`src/rtl/gate_pkg.sv`:
```
// Shared constants for the garage gate arbiter: state codes, gate directions,
// default capacity and a small sizing helper.
package gate_pkg;

   localparam int unsigned STATE_W = 3;

   localparam logic [STATE_W-1:0] ST_IDLE     = 3'd0;
   localparam logic [STATE_W-1:0] ST_OPEN_IN  = 3'd1;
   localparam logic [STATE_W-1:0] ST_OPEN_OUT = 3'd2;
   localparam logic [STATE_W-1:0] ST_CLOSE    = 3'd3;

   localparam logic DIR_IN  = 1'b1;
   localparam logic DIR_OUT = 1'b0;

   localparam int unsigned MAX_CARS_DEF = 50;

   function automatic int unsigned max_u(input int unsigned a, input int unsigned b);
      return (a > b) ? a : b;
   endfunction

endpackage

```
`src/rtl/req_latch.sv`:
```
// Rising-edge detector on a debounced request level feeding a sticky pending
// bit; the clear input wins over a coincident edge.
module req_latch (
   input  logic clk,
   input  logic reset,
   input  logic req,
   input  logic clr,
   output logic pending
);

   logic req_q;
   logic rise_c;

   assign rise_c = req & ~req_q;

   always_ff @(posedge clk or negedge reset) begin
      if (!reset) begin
         req_q   <= 1'b0;
         pending <= 1'b0;
      end else begin
         req_q <= req;
         if (clr) begin
            pending <= 1'b0;
         end else if (rise_c) begin
            pending <= 1'b1;
         end
      end
   end

endmodule

```
`src/rtl/gate_arbiter.sv`:
```
// Single-lane barrier controller: arbitrates entry/exit requests round-robin,
// sequences the gate and pulses the occupancy counter up or down.
module gate_arbiter
   import gate_pkg::*;
#(
   parameter int unsigned MAX_CARS     = MAX_CARS_DEF,
   parameter int unsigned PASS_TIMEOUT = 64,
   parameter int unsigned CLOSE_HOLD   = 4
) (
   input  logic                clk,
   input  logic                reset,
   input  logic                entry_req,
   input  logic                exit_req,
   input  logic                car_passed,
   input  logic [5:0]          count,
   output logic                gate_open,
   output logic                gate_dir,
   output logic                cnt_up,
   output logic                cnt_down,
   output logic                full,
   output logic                empty,
   output logic                reject,
   output logic                timeout,
   output logic [STATE_W-1:0]  state
);

   localparam int unsigned TIMER_W = $clog2(max_u(PASS_TIMEOUT, CLOSE_HOLD) + 1);
   localparam logic [TIMER_W-1:0] PASS_LAST = TIMER_W'(PASS_TIMEOUT - 1);
   localparam logic [TIMER_W-1:0] HOLD_LAST = TIMER_W'(CLOSE_HOLD - 1);

   logic               pend_in;
   logic               pend_out;
   logic               clr_in;
   logic               clr_out;
   logic [STATE_W-1:0] state_next;
   logic [TIMER_W-1:0] timer;
   logic [TIMER_W-1:0] timer_next;
   logic               last_served;
   logic               last_served_next;
   logic               rej_c;
   logic               passed_c;
   logic               expired_c;
   logic               gate_open_d;
   logic               gate_dir_d;
   logic               cnt_up_d;
   logic               cnt_down_d;
   logic               reject_d;
   logic               timeout_d;

   assign full  = (count >= 6'(MAX_CARS));
   assign empty = (count == 6'd0);

   req_latch u_entry_latch (
      .clk     (clk),
      .reset   (reset),
      .req     (entry_req),
      .clr     (clr_in),
      .pending (pend_in)
   );

   req_latch u_exit_latch (
      .clk     (clk),
      .reset   (reset),
      .req     (exit_req),
      .clr     (clr_out),
      .pending (pend_out)
   );

   // State, timer, round-robin pointer and registered outputs.
   always_ff @(posedge clk or negedge reset) begin
      if (!reset) begin
         state       <= ST_IDLE;
         timer       <= '0;
         last_served <= DIR_OUT;
         gate_open   <= 1'b0;
         gate_dir    <= 1'b0;
         cnt_up      <= 1'b0;
         cnt_down    <= 1'b0;
         reject      <= 1'b0;
         timeout     <= 1'b0;
      end else begin
         state       <= state_next;
         timer       <= timer_next;
         last_served <= last_served_next;
         gate_open   <= gate_open_d;
         gate_dir    <= gate_dir_d;
         cnt_up      <= cnt_up_d;
         cnt_down    <= cnt_down_d;
         reject      <= reject_d;
         timeout     <= timeout_d;
      end
   end

   // Grant decision, pass/timeout detection and close hold.
   always_comb begin
      state_next       = state;
      clr_in           = 1'b0;
      clr_out          = 1'b0;
      last_served_next = last_served;
      rej_c            = 1'b0;
      passed_c         = 1'b0;
      expired_c        = 1'b0;
      case (state)
         ST_IDLE: begin
            // With both pending, the side not served last time wins.
            if (pend_in && (!pend_out || (last_served == DIR_OUT))) begin
               clr_in = 1'b1;
               if (full) begin
                  rej_c = 1'b1;
               end else begin
                  state_next       = ST_OPEN_IN;
                  last_served_next = DIR_IN;
               end
            end else if (pend_out) begin
               clr_out = 1'b1;
               if (empty) begin
                  rej_c = 1'b1;
               end else begin
                  state_next       = ST_OPEN_OUT;
                  last_served_next = DIR_OUT;
               end
            end
         end
         ST_OPEN_IN, ST_OPEN_OUT: begin
            if (car_passed) begin
               passed_c   = 1'b1;
               state_next = ST_CLOSE;
            end else if (timer == PASS_LAST) begin
               expired_c  = 1'b1;
               state_next = ST_CLOSE;
            end
         end
         ST_CLOSE: begin
            if (timer == HOLD_LAST) begin
               state_next = ST_IDLE;
            end
         end
         default: state_next = ST_IDLE;
      endcase
      timer_next = ((state_next != state) || (state == ST_IDLE)) ? '0 : timer + TIMER_W'(1);
   end

   // Next values of the registered outputs.
   always_comb begin
      gate_open_d = 1'b0;
      gate_dir_d  = 1'b0;
      cnt_up_d    = 1'b0;
      cnt_down_d  = 1'b0;
      reject_d    = rej_c;
      timeout_d   = expired_c;
      if ((state_next == ST_OPEN_IN) || (state_next == ST_OPEN_OUT)) begin
         gate_open_d = 1'b1;
         gate_dir_d  = (state_next == ST_OPEN_IN) ? DIR_IN : DIR_OUT;
      end
      if (passed_c) begin
         cnt_up_d   = (state == ST_OPEN_IN);
         cnt_down_d = (state == ST_OPEN_OUT);
      end
   end

endmodule

```
`config.mk`:
```
export PLATFORM = sky130hd
export DESIGN_NAME = gate_arbiter
export DESIGN_NICKNAME = d
export VERILOG_FILES = /design/src/rtl/gate_pkg.sv /design/src/rtl/req_latch.sv /design/src/rtl/gate_arbiter.sv
export SDC_FILE = /design/constraint.sdc
export NUM_CORES = 1
export LEC_CHECK = 0
export CAP_MARGIN = 20
export CORE_ASPECT_RATIO = 1.75
export CORE_MARGIN = 2
export CORE_UTILIZATION = 35
export CTS_CLUSTER_SIZE = 28
export DETAILED_ROUTE_END_ITERATION = 12
export PLACE_DENSITY = 0.58
export SETUP_SLACK_MARGIN = 0.05
export SYNTH_ARGS = -nofsm -noshare
export SYNTH_HDL_FRONTEND = slang
export SYNTH_SLANG_ARGS = --single-unit
```
`constraint.sdc`:
```
create_clock -name clk -period 4.76 [get_ports clk]
set_clock_uncertainty 0.1 [all_clocks]
set_input_delay 0.952 -clock clk [delete_from_list [all_inputs] [get_ports clk]]
set_output_delay 0.952 -clock clk [all_outputs]
set_load 0.01 [all_outputs]
```
==> impl_metrics.tcl <==
set metrics [dict create \
    status "complete, no violations" \
    gp_congestion 0.721 \
    total_power_uw 537 \
    initial_core_util_pct 36.6 \
    synth-seq-area-share_pct 54.1 \
    crit_path_end_kind "output pin" \
    port_buffers 21 \
    placementRows 25 \
    dieArea_um2 3230 \
    fin_crit_sh_pct 81.4 \
    via_per_inst 5.28 \
    drt-pass1-iter-count 4 \
    synth_area_per_cell_um2 10.6 \
    synthArstFlopShare_pct 100 \
    slew_headroom_pct 37.5 \
    placed_cells 138 \
    cts_buffers 3 \
    synth_top_area_share_pct 54.1 \
    crit_top_cell "clkdlybuf4s50_1" \
    required_ps 3710 \
    clk_pin_slew_worst_paths_ps 70 \
    antenna_found_initial 0 \
    syn_to_final_growth_pct 28.8 \
    finalCriticalPeriod_ps 3870 \
    hold_class "reg2reg" \
    grt_pass1_wl_um 3460 \
    largest_reg_flops 7 \
    reg2reg_depth 5 \
    track_usage_pct 14.3 \
    grt_pass1_vias 806 \
    drt_first_iter_violations 26 \
    synth-seq-cells 21 \
    regMostFlops "timer" \
    cpPeakStageDelay_ps 530 \
    whs_endpoint "timer[0]$_DFF_PN0_" \
    netlist_instances 92 \
    p_sw_share_pct 33.4 \
    peakVddDrop_mv 0.217 \
    path_cells "clkdlybuf4s50_1 -> or3_1 -> or4_4 -> inv_1 -> clkdlybuf4s50_1" \
    drc 0 \
    p_int_uw 358 \
    synth.area.top_cells "dfrtp_1, nor2_1, xnor2_1" \
    final_cell_count_no_fill 142 \
    final_cell_mix "dfrtp_1, clkdlybuf4s50_1, nor2_1" \
    wl_per_cell_um 14.0 \
    grt_max_degree 22 \
    clock_tree.buffer_depth 2 \
    timing.rr.end "gate_dir$_DFF_PN0_" \
    via_count 750 \
    combPwrFrac_pct 32.2 \
    fmaxAchievable_mhz 258 \
    insertedDiodeCount 0 \
    p_per_area_nw_per_um2 429 \
    tightest_slew_ps 935 \
    critPathSlowestCell "clkdlybuf4s50_1" \
    regToRegSetupSlack_ps 2820 \
    p_leak_uw 0.000551 \
    min_path_cells 1 \
    path_class "in2out" \
    ys_types 33 \
    hpwl_um 1540 \
    drt-total-wl_um 1990 \
    critPathMaxFanout 3 \
    n_fill_cell 249 \
    clk_latency_ps 260 \
    setup_tns_ps 0 \
    drv_cap 0 \
    critPathBufInv 3 \
    drv_slew 0 \
    ant_nets 0 \
    drive_gt1_share_pct 6.96 \
    root_buffer "clkbuf_8" \
    cts_resized 0 \
    coreArea_um2 2660 \
    dpl_cell_area_um2 1210 \
    h-tree-depth 1 \
    path_delay_family "buffers and inverters" \
    synth_flop_cell "dfrtp_1" \
    start_kind "input pin" \
    p_clk_share_pct 21.5 \
    cts_tree "built" \
    final_nets 128 \
    synth_top_cell_by_area "dfrtp_1" \
    crit_cells 5 \
    grt.overflow.total 0 \
    fin_area_um2 1250 \
    hold_buffers 0 \
    clock-sinks 21 \
    postCtsSetupRepairBufs 0 \
    cp.arrival_ps 2820 \
    die_w_um 43.8 \
    timing.rr.start "timer[0]$_DFF_PN0_" \
    synth_edf_count 0 \
    multi_input_area_um2 414 \
    syn-cell-area_um2 972 \
    final_hold_viol_count 0 \
    grt_setup_unrepaired "false" \
    power_frac_seq_pct 46.3 \
    die_y_um 73.7 \
    largestRegisters "timer x7, state x3" \
    io_pins 22 \
    p_switching_uw 179 \
    min_from "timer[0]$_DFF_PN0_" \
    yosys_warnings 0 \
    setup_viol 0 \
    regArea_um2 526 \
    syn_nets 104 \
]
==> synth_stat cells (2+ instances only) <==
cell	instances
a21oi_1	5
a211oi_1	2
a31oi_1	2
nor2_1	12
nor3_1	2
dfrtp_1	21
and3_1	4
nand3_1	2
buf_2	2
xor2_1	2
inv_1	6
nand2b_1	3
xnor2_1	4
nand2_1	6
==> cells by family (layout without fill, tap and decap cells) <==
logic type,Yosys count,in the layout,share of synthesized area [%]
flip-flops,21,21,54.1
AND/OR/NAND/NOR,37,37,21.8
AO/OA/AOI/OAI,18,18,13.8
adder cells (fa/ha/maj),1,1,1.29
buffers and inverters,8,31,3.35
XOR/XNOR,6,6,5.41
other,1,1,0.386
==> cell type report <==
type,instances,area share (%)
clock buffer,3,3.30
clock inverter,1,0.400
inverter,6,1.80
multi-input combinational,63,33.1
sequential,21,42.0
tap,27,2.70
timing repair buffer,21,16.8
==> power groups by stage <==
stage          sequential, uW  combinational (uW)  clock (uW)
2_1_floorplan             246                 104           0
3_3_place_gp              253                 173           0
3_5_place_dp              253                 175           0
4_1_cts                   249                 176         120
5_1_grt                   257                 193         128
6_report                  249                 173         115
==> metal layers <==
metal / share of wire, % / vias to the layer above / routed length (um) / global-route usage (%)
met5: 0 / - / 0 / 0
met4: 1.5 / 0 / 29 / 6.06
met3: 4.7 / 4 / 94 / 1.72
met2: 56 / 18 / 1120 / 27.1
met1: 37 / 360 / 745 / 15.2
li1: - / 368 / - / -
==> worst register-to-register path, cell delays in order, from the launching register on <==
cell and delay, ps:
dfrtp_1 400, ha_1 240, and3_1 260, a21oi_1 300
nor3_1 100, o41a_1 420
==> worst max-delay path by stage <==
| stage | startpoint | end | slack (ps) |
|---|---|---|---|
| after floorplan | count[1] | empty | 1840 |
| after global placement | count[1] | empty | 910 |
| after detailed placement | count[1] | empty | 870 |
| after CTS | count[1] | empty | 880 |
| after global routing | count[1] | empty | 840 |
| final | count[1] | empty | 890 |
==> stage by stage <==
stage | hold slack, ps | util (%) | worst slack (ps)
2_1_floorplan | 325 | - | 1840
3_3_place_gp | 340 | 45.4 | 915
3_5_place_dp | 356 | 45.4 | 874
4_1_cts | 366 | 47.1 | 876
5_1_grt | 384 | 47.1 | 841
6_report | 364 | 47.1 | 887
No activity file was read; power rests on OpenSTA's default activity.
